--- src/rtl/hls_fp17_mul_core_chn_o_rsci_pkg.sv ---
// Shared fp17 HLS constants: result width and output-channel state encoding.
package hls_fp17_mul_core_chn_o_rsci_pkg;
  localparam int FP17_W = 17;

  typedef logic [FP17_W-1:0] fp17_t;

  typedef enum logic {
    EMPTY = 1'b0,
    FULL  = 1'b1
  } chn_state_e;
endpackage

--- src/rtl/hls_fp17_mul_core_chn_o_rsci_if.sv ---
// Output-channel bundle between the core (master) and the rsci wrapper (slave).
interface hls_fp17_mul_core_chn_o_rsci_if;
  import hls_fp17_mul_core_chn_o_rsci_pkg::*;

  fp17_t chn_o_rsc_z;
  logic  chn_o_rsc_lz;
  logic  chn_o_rsc_vz;
  fp17_t chn_o_rsci_d;
  logic  chn_o_rsci_oswt;
  logic  core_wen;
  logic  core_wten;
  logic  chn_o_rsci_bawt;
  logic  chn_o_rsci_wen_comp;

  modport slave (
    output chn_o_rsc_z, chn_o_rsc_lz, chn_o_rsci_bawt, chn_o_rsci_wen_comp,
    input  chn_o_rsc_vz, chn_o_rsci_d, chn_o_rsci_oswt, core_wen, core_wten
  );

  modport master (
    input  chn_o_rsc_z, chn_o_rsc_lz, chn_o_rsci_bawt, chn_o_rsci_wen_comp,
    output chn_o_rsc_vz, chn_o_rsci_d, chn_o_rsci_oswt, core_wen, core_wten
  );
endinterface

--- src/rtl/hls_fp17_mul_core_chn_o_rsci_chn_o_wait_dp.sv ---
// One-entry holding register with FULL flag; z is driven straight from the register.
module hls_fp17_mul_core_chn_o_rsci_chn_o_wait_dp
  import hls_fp17_mul_core_chn_o_rsci_pkg::*;
(
  input  logic  clk,
  input  logic  rst,
  input  logic  load,
  input  logic  vz,
  input  fp17_t d,
  output fp17_t z,
  output logic  lz
);
  chn_state_e state, state_nxt;
  fp17_t      data;

  always_ff @(posedge clk or posedge rst) begin
    if (rst) begin
      state <= EMPTY;
      data  <= '0;
    end else begin
      state <= state_nxt;
      if (load) data <= d;
    end
  end

  // A load while FULL only happens together with a drain, so FULL persists.
  always_comb begin
    state_nxt = state;
    unique case (state)
      EMPTY: if (load) state_nxt = FULL;
      FULL:  if (!load && vz) state_nxt = EMPTY;
      default: state_nxt = EMPTY;
    endcase
  end

  assign lz = (state == FULL);
  assign z  = data;
endmodule

--- src/rtl/hls_fp17_mul_core_chn_o_rsci.sv ---
// Output channel wrapper: accept/bcwt handshake control around the holding register.
module hls_fp17_mul_core_chn_o_rsci
  import hls_fp17_mul_core_chn_o_rsci_pkg::*;
(
  input logic nvdla_core_clk,
  input logic nvdla_core_rst,
  hls_fp17_mul_core_chn_o_rsci_if.slave chn
);
  logic accept;
  logic bcwt;
  logic lz;

  // bcwt remembers a capture made while the core is held, so the same step is not re-captured.
  assign accept = chn.chn_o_rsci_oswt & ~chn.core_wten & ~bcwt & (~lz | chn.chn_o_rsc_vz);

  always_ff @(posedge nvdla_core_clk or posedge nvdla_core_rst) begin
    if (nvdla_core_rst)     bcwt <= 1'b0;
    else if (chn.core_wen)  bcwt <= 1'b0;
    else if (accept)        bcwt <= 1'b1;
  end

  assign chn.chn_o_rsci_bawt     = accept | bcwt;
  assign chn.chn_o_rsci_wen_comp = ~chn.chn_o_rsci_oswt | chn.chn_o_rsci_bawt;
  assign chn.chn_o_rsc_lz        = lz;

  hls_fp17_mul_core_chn_o_rsci_chn_o_wait_dp u_wait_dp (
    .clk  (nvdla_core_clk),
    .rst  (nvdla_core_rst),
    .load (accept),
    .vz   (chn.chn_o_rsc_vz),
    .d    (chn.chn_o_rsci_d),
    .z    (chn.chn_o_rsc_z),
    .lz   (lz)
  );
endmodule

--- src/flat_wrapper.sv ---
// flat-port wrapper written by rule: the top's interface ports become plain ports
module hls_fp17_mul_core_chn_o_rsci_flat import hls_fp17_mul_core_chn_o_rsci_pkg::*;
  (nvdla_core_clk, nvdla_core_rst, chn_chn_o_rsc_z, chn_chn_o_rsc_lz, chn_chn_o_rsci_bawt, chn_chn_o_rsci_wen_comp, chn_chn_o_rsc_vz, chn_chn_o_rsci_d, chn_chn_o_rsci_oswt, chn_core_wen, chn_core_wten);
  hls_fp17_mul_core_chn_o_rsci_if chn_i ();
  input logic nvdla_core_clk;
  input logic nvdla_core_rst;
  output wire logic [$bits(chn_i.chn_o_rsc_z)-1:0] chn_chn_o_rsc_z;
  output wire logic [$bits(chn_i.chn_o_rsc_lz)-1:0] chn_chn_o_rsc_lz;
  output wire logic [$bits(chn_i.chn_o_rsci_bawt)-1:0] chn_chn_o_rsci_bawt;
  output wire logic [$bits(chn_i.chn_o_rsci_wen_comp)-1:0] chn_chn_o_rsci_wen_comp;
  input wire logic [$bits(chn_i.chn_o_rsc_vz)-1:0] chn_chn_o_rsc_vz;
  input wire logic [$bits(chn_i.chn_o_rsci_d)-1:0] chn_chn_o_rsci_d;
  input wire logic [$bits(chn_i.chn_o_rsci_oswt)-1:0] chn_chn_o_rsci_oswt;
  input wire logic [$bits(chn_i.core_wen)-1:0] chn_core_wen;
  input wire logic [$bits(chn_i.core_wten)-1:0] chn_core_wten;
  assign chn_chn_o_rsc_z = chn_i.chn_o_rsc_z;
  assign chn_chn_o_rsc_lz = chn_i.chn_o_rsc_lz;
  assign chn_chn_o_rsci_bawt = chn_i.chn_o_rsci_bawt;
  assign chn_chn_o_rsci_wen_comp = chn_i.chn_o_rsci_wen_comp;
  assign chn_i.chn_o_rsc_vz = chn_chn_o_rsc_vz;
  assign chn_i.chn_o_rsci_d = chn_chn_o_rsci_d;
  assign chn_i.chn_o_rsci_oswt = chn_chn_o_rsci_oswt;
  assign chn_i.core_wen = chn_core_wen;
  assign chn_i.core_wten = chn_core_wten;
  hls_fp17_mul_core_chn_o_rsci u_core (.nvdla_core_clk(nvdla_core_clk), .nvdla_core_rst(nvdla_core_rst), .chn(chn_i));
endmodule
--- config.mk ---
export PLATFORM = sky130hd
export DESIGN_NAME = hls_fp17_mul_core_chn_o_rsci_flat
export DESIGN_NICKNAME = d
export VERILOG_FILES = /design/src/rtl/hls_fp17_mul_core_chn_o_rsci_pkg.sv /design/src/rtl/hls_fp17_mul_core_chn_o_rsci_if.sv /design/src/rtl/hls_fp17_mul_core_chn_o_rsci_chn_o_wait_dp.sv /design/src/rtl/hls_fp17_mul_core_chn_o_rsci.sv /design/src/flat_wrapper.sv
export SDC_FILE = /design/constraint.sdc
export NUM_CORES = 1
export LEC_CHECK = 0
export BUFFER_PORTS_ARGS = -buffer_cell sky130_fd_sc_hd__buf_2
export CAP_MARGIN = 20
export CORE_MARGIN = 1.5
export CORE_UTILIZATION = 45
export CTS_CLUSTER_SIZE = 16
export DETAILED_ROUTE_END_ITERATION = 16
export PLACE_DENSITY = 0.81
export RECOVER_POWER = 100
export SYNTH_ARGS = -nofsm -noshare
export SYNTH_HDL_FRONTEND = slang
export SYNTH_SLANG_ARGS = --single-unit
export TNS_END_PERCENT = 50
--- constraint.sdc ---
create_clock -name nvdla_core_clk -period 4.4 [get_ports nvdla_core_clk]
set_clock_uncertainty 0.15 [all_clocks]
set_input_delay 0.22 -clock nvdla_core_clk [delete_from_list [all_inputs] [get_ports nvdla_core_clk]]
set_output_delay 0.22 -clock nvdla_core_clk [all_outputs]
set_load 0.05 [all_outputs]
==> qor.yml, run 1 <==
status: "finished with violations"
clk_latency_ns: 0.29
finalSetupViolCount: 0
clockBufferDepth: 2
first_global_vias: 555
globalRouteOverflowTotal: 0
finalCriticalPeriod_ns: 2.658
cts_made_buffers: 3
antenna_found_initial: 0
seq_area_um2: 475.5
cp.buffers_inverters: 1
rr_startpoint: "u_core.bcwt"
vdd_drop_max_uv: 325.0
avgSynthCellArea_um2: 16.66
gp_congestion: 0.6700
critPathMaxStageDelay_ns: 0.52
die_w_um: 44.72
critPathRequiredTime_ns: 4.03
dr.first_iter.drc_count: 8
worstPathCellList: "nor3b_1 -> nand2_1 -> nand3b_1 -> clkbuf_1"
violations: "design-rule violations"
finalSetupTns_ns: 0
worst_hold_slack_ns: 0.005559
r2r_cells: 3
dr.pass1.iters: 10
synth_area_um2: 783.3
design_area_mm2: 0.001122
io_buffers: 42
final_antenna_net_count: 0
critPathLaunchType: "flop"
crit_start: "u_core.bcwt"
die-area_mm2: 0.002000
cp-endpoint: "chn_chn_o_rsci_wen_comp"
period_share_pct: 60.41
io_pins: 43
cp.depth: 4
area_growth_pct: 43.29
reg2reg_to: "u_core.u_wait_dp.z[12]"
fmax_mhz: 376.2
track_usage_pct: 17.75
crit_fanout: 18
worst_pin_slew_ns: 0.7305
rows: 14
ff2ff_setup_slack_ns: 2.39
root_buffer: "clkbuf_4"
worstSetupPathType: "reg2out"
cts_tree: "built"
synth_nets: 70
placed_area_mm2: 0.001002
ys_ff_latch: 19
vias: 592
die_h_um: 44.72
cts_sinks: 19
diodes: 0
seq_area_frac_synth_pct: 60.70
grt_first_pass_wirelength_um: 2463
p_leak_nw: 0.5332
drcViolationCount: 1
cp-end-kind: "output port"
nNetsFinal: 133
layout-drive-gt1-share_pct: 31.19
initial_core_util_pct: 50.24
grt_max_degree: 20
num-fill-cells: 127
drt_wl_total_um: 1627
hold_class: "in2reg"
clk_pin_slew_ns: 0.11
multi_input_area_um2: 232.7
post-cts-setup-buffers: 0
ys_types: 12
cp.arrival_ns: 2.29
critical_path.top_delay_family: "simple AND/OR/NAND/NOR gates"
slew_headroom_pct: 51.18
finalHoldViolCount: 0
fp.coreArea_mm2: 0.001559
avgViaCountPerCell: 4.736
wire_per_inst_um: 13.02
cts_max_level: 1
yosys_warnings: 0
max_cap_viol_count: 0
syn_inst: 47
rsz0062_at_grt: "false"
power_density_mw_per_mm2: 489.8
drv_slew: 0
hpwl_um: 1046
slowest_stage: "nand2_1"
[placed cells by master, fill, tap and decap left out]
cell type / Yosys / layout
mux2_2: 8 / 8
a21oi_1: 1 / 1
nand3b_1: 1 / 1
nor3b_1: 0 / 1
clkinv_2: 0 / 1
mux2_1: 0 / 9
nand2_1: 0 / 1
nand2b_1: 1 / 1
clkbuf_4: 0 / 3
dlygate4sd3_1: 0 / 17
inv_1: 3 / 3
dfrtp_1: 19 / 19
buf_2: 0 / 22
clkbuf_1: 0 / 20
a21o_1: 1 / 1
nor2_1: 1 / 1
[power breakdown]
part           internal (mW)  total (mW)  switching (mW)  leakage [nW]
clock                 0.0338      0.0882          0.0544        0.0177
sequential             0.211       0.229          0.0180         0.226
combinational         0.0573       0.233           0.175         0.290
[metrics by stage]
stage / utilization, % / setup WS [ns] / total power, mW / cells
2_1_floorplan: - / 2.507 / 0.4263 / 47
3_3_place_gp: 64.29 / 2.747 / 0.4799 / 104
3_5_place_dp: 64.29 / 2.711 / 0.4831 / 104
4_1_cts: 75.04 / 2.372 / 0.5796 / 122
5_1_grt: 71.99 / 1.491 / 0.5749 / 125
6_report: 71.99 / 1.742 / 0.5498 / 125
[state kept, by name, summed over array words and instances, names as in the netlist]
register	flops
u_core.bcwt	1
u_core.u_wait_dp.z	17
u_core.u_wait_dp.lz	1
[cell families after synthesis]
| group | synth area share (%) |
|---|---|
| and+or+nand+nor | 6.071 |
| AOI/OAI and AO/OA | 1.597 |
| DFF | 60.70 |
| muxes | 28.75 |
| buffers and inverters | 2.875 |
[cells in the mapped netlist]
cell type / n / area (um^2)
buf_6: 1 / 11.26
mux2_4: 9 / 135.1
nand2_4: 1 / 11.26
nand2b_1: 1 / 6.260
nand3b_1: 1 / 7.510
nor3b_4: 1 / 18.77
mux2_2: 8 / 90.09
dfrtp_1: 19 / 475.5
nor2_1: 1 / 3.750
inv_1: 3 / 11.26
a21o_1: 1 / 7.510
a21oi_1: 1 / 5.000
[layer usage]
metal	vias up	wire length (um)	GRT usage, %
met2	18	873	28.12
met4	0	23	9.091
met5	-	0	0
li1	282	-	-
met1	288	637	22.37
met3	4	92	4.800
[worst min-delay path by stage]
stage | startpoint | endpoint | slack, ns | cells past startpoint
5_1_grt | chn_chn_o_rsci_d[0] | u_core.u_wait_dp.z[0] | 0.002 | 2
4_1_cts | chn_chn_o_rsci_d[15] | u_core.u_wait_dp.z[15] | 0.00003 | 2
6_report | chn_chn_o_rsci_d[15] | u_core.u_wait_dp.z[15] | 0.006 | 2
3_5_place_dp | nvdla_core_rst | u_core.u_wait_dp.z[13] | 0.21 | 2
2_1_floorplan | nvdla_core_rst | u_core.bcwt | 0.02 | 1
3_3_place_gp | nvdla_core_rst | u_core.u_wait_dp.z[13] | 0.21 | 2
[timing repair]
item,CTS,global route
hold buffers,14,3
resized for setup,0,0
endpoints found under the hold margin,32,3
endpoints found under the setup margin,0,0
[area by class of cell]
type / count / share of cell area [%]
Clock buffer: 3 / 2.007
Tap cell: 16 / 1.784
Multi-Input combinational cell: 24 / 20.74
Timing Repair Buffer: 59 / 31.66
Inverter: 3 / 1.003
Clock inverter: 1 / 0.4459
Sequential cell: 19 / 42.36
No activity file was read; power rests on OpenSTA's default activity.
==> run 2, diff against run 1 <==
--- a/config.mk
+++ b/config.mk
@@ -5,13 +5,14 @@
 export SDC_FILE = /design/constraint.sdc
 export NUM_CORES = 1
 export LEC_CHECK = 0
+export ABC_AREA = 1
 export BUFFER_PORTS_ARGS = -buffer_cell sky130_fd_sc_hd__buf_2
 export CAP_MARGIN = 20
 export CORE_MARGIN = 1.5
-export CORE_UTILIZATION = 45
+export CORE_UTILIZATION = 40
 export CTS_CLUSTER_SIZE = 16
 export DETAILED_ROUTE_END_ITERATION = 16
-export PLACE_DENSITY = 0.81
+export PLACE_DENSITY = 0.74
 export RECOVER_POWER = 100
 export SYNTH_ARGS = -nofsm -noshare
 export SYNTH_HDL_FRONTEND = slang
==> constraint.sdc (replaced) <==
create_clock -name nvdla_core_clk -period 2.2 [get_ports nvdla_core_clk]
set_clock_uncertainty 0.15 [all_clocks]
set_input_delay 0.11 -clock nvdla_core_clk [delete_from_list [all_inputs] [get_ports nvdla_core_clk]]
set_output_delay 0.11 -clock nvdla_core_clk [all_outputs]
set_load 0.05 [all_outputs]
==> qor.yml, run 2 <==
nNetsFinal: 176
yosysTopAreaCell: "dfrtp_1"
synth_nets: 116
critPathRequiredTime_ns: 1.94
worst_pin_slew_ns: 0.7164
period_share_pct: 88.36
dr.first_iter.drc_count: 12
ff2ff_setup_slack_ns: 0.45
clk_latency_ns: 0.29
clk_pin_slew_ns: 0.11
slew_headroom_pct: 52.24
grt_first_pass_wirelength_um: 3381
p_leak_nw: 0.6485
synth_top_area_share_pct: 53.15
die_h_um: 50.29
hold_class: "in2reg"
rr_startpoint: "u_core.bcwt"
yosys-top-cells-count: "nand2_1 (39), dfrtp_1 (19), nand4_1 (18)"
most-common-layout-cells: "nand2_1 (39), buf_2 (22), clkbuf_1 (20)"
cts_made_buffers: 3
antenna_found_initial: 0
critPathLaunchType: "flop"
avgViaCountPerCell: 4.732
area_growth_pct: 37.62
clockBufferDepth: 2
cp.arrival_ns: 1.68
synth-edff-count: 0
cts_sinks: 19
wire_per_inst_um: 11.67
min_from: "chn_core_wten"
mostFrequentLayoutCell: "nand2_1"
grt_max_degree: 21
gp_congestion: 0.7517
drt_wl_total_um: 2089
design_area_mm2: 0.001231
track_usage_pct: 17.44
drcViolationCount: 0
ys_top_cells_by_area: "dfrtp_1 (53%), nand2_1 (16%), nand4_1 (13%)"
globalRouteOverflowTotal: 0
rsz0062_at_grt: "false"
cts_tree: "built"
cp-endpoint: "chn_chn_o_rsci_wen_comp"
status: "finished clean"
die_w_um: 50.29
final_antenna_net_count: 0
yosys_warnings: 0
cp-end-kind: "output port"
crit_fanout: 20
cts-resized-gates: 0
synth_area_um2: 894.6
async_flop_share_pct: 100.0
cts_max_level: 1
placed_area_mm2: 0.001049
num-fill-cells: 208
hpwl_um: 1339
reg2reg_to: "u_core.u_wait_dp.z[6]"
io_pins: 43
initial_core_util_pct: 43.81
fp.coreArea_mm2: 0.002042
ys_types: 14
die-area_mm2: 0.002529
crit_start: "u_core.u_wait_dp.lz"
rows: 16
finalCriticalPeriod_ns: 1.944
hold_buffers: 19
vdd_drop_max_uv: 556.4
vias: 847
ys_ff_latch: 19
dr.pass1.iters: 4
synth_flop_cell: "dfrtp_1"
power_density_mw_per_mm2: 881.3
avgSynthCellArea_um2: 9.619
io_buffers: 42
yosysMostFrequentCell: "nand2_1"
worstSetupPathType: "reg2out"
post-cts-setup-buffers: 0
finalSetupViolCount: 0
syn_inst: 93
finalHoldViolCount: 0
max_cap_viol_count: 0
root_buffer: "clkbuf_4"
r2r_cells: 4
fmax_mhz: 514.4
drv_slew: 0
seq_area_frac_synth_pct: 53.15
finalSetupTns_ns: 0
largest_reg_flops: 17
first_global_vias: 794
diodes: 0
layout-drive-gt1-share_pct: 20.39
-- run 2: how the worst min path moves through the flow --
stage	to	slack [ns]	depth (start not counted)
6_report	u_core.u_wait_dp.lz	0.09	4
4_1_cts	u_core.u_wait_dp.lz	0.06	4
5_1_grt	u_core.u_wait_dp.lz	0.1	4
3_5_place_dp	u_core.u_wait_dp.z[3]	0.12	2
3_3_place_gp	u_core.u_wait_dp.z[3]	0.09	2
2_1_floorplan	u_core.bcwt	-0.09	1
-- run 2: worst max-delay path: stages (launching register included) --
cell	delay, ns
dfrtp_1	0.41
nand2_2	0.31
nand3_4	0.27
nand3_1	0.13
clkbuf_2	0.28
-- run 2: through the flow --
| stage | cells | setup slack (ns) | hold slack, ns | power, mW | utilization [%] |
|---|---|---|---|---|---|
| 2_1_floorplan | 93 | 0.5276 | -0.08887 | 0.8211 | - |
| 3_3_place_gp | 156 | 0.6373 | 0.08854 | 0.9077 | 51.35 |
| 3_5_place_dp | 156 | 0.6039 | 0.1154 | 0.9139 | 51.35 |
| 4_1_cts | 179 | 0.2604 | 0.05555 | 1.112 | 61.95 |
| 5_1_grt | 179 | 0.1001 | 0.09871 | 1.148 | 60.29 |
| 6_report | 179 | 0.2560 | 0.09191 | 1.085 | 60.29 |
-- run 2: metal layers --
metal  global-route usage (%)  wire length [um]  up-vias
met3                    2.679               139        0
met5                        0                 0        -
met1                    23.22               957      385
li1                         -                 -      423
met2                    30.48               992       39
met4                    2.703                 0        0
-- run 2: cell families after synthesis --
| logic type | synth area share, % |
|---|---|
| buffers and inverters | 13.43 |
| AND/OR/NAND/NOR | 33.43 |
| flip-flops | 53.15 |
-- run 2: layout make-up --
type | count | area, um^2 | area share (%)
clock buffers | 4 | 26.28 | 2.134
flip-flops and latches | 19 | 475.5 | 38.62
repair buffers | 62 | 381.6 | 31.00
multi-input cells | 61 | 291.5 | 23.68
inverters | 6 | 22.52 | 1.829
well taps | 27 | 33.78 | 2.744
-- run 2: where the power goes --
| part | switching [mW] | total [mW] | internal (mW) |
|---|---|---|---|
| Sequential | 0.0402 | 0.456 | 0.416 |
| Clock | 0.102 | 0.172 | 0.0704 |
| Combinational | 0.360 | 0.457 | 0.0973 |
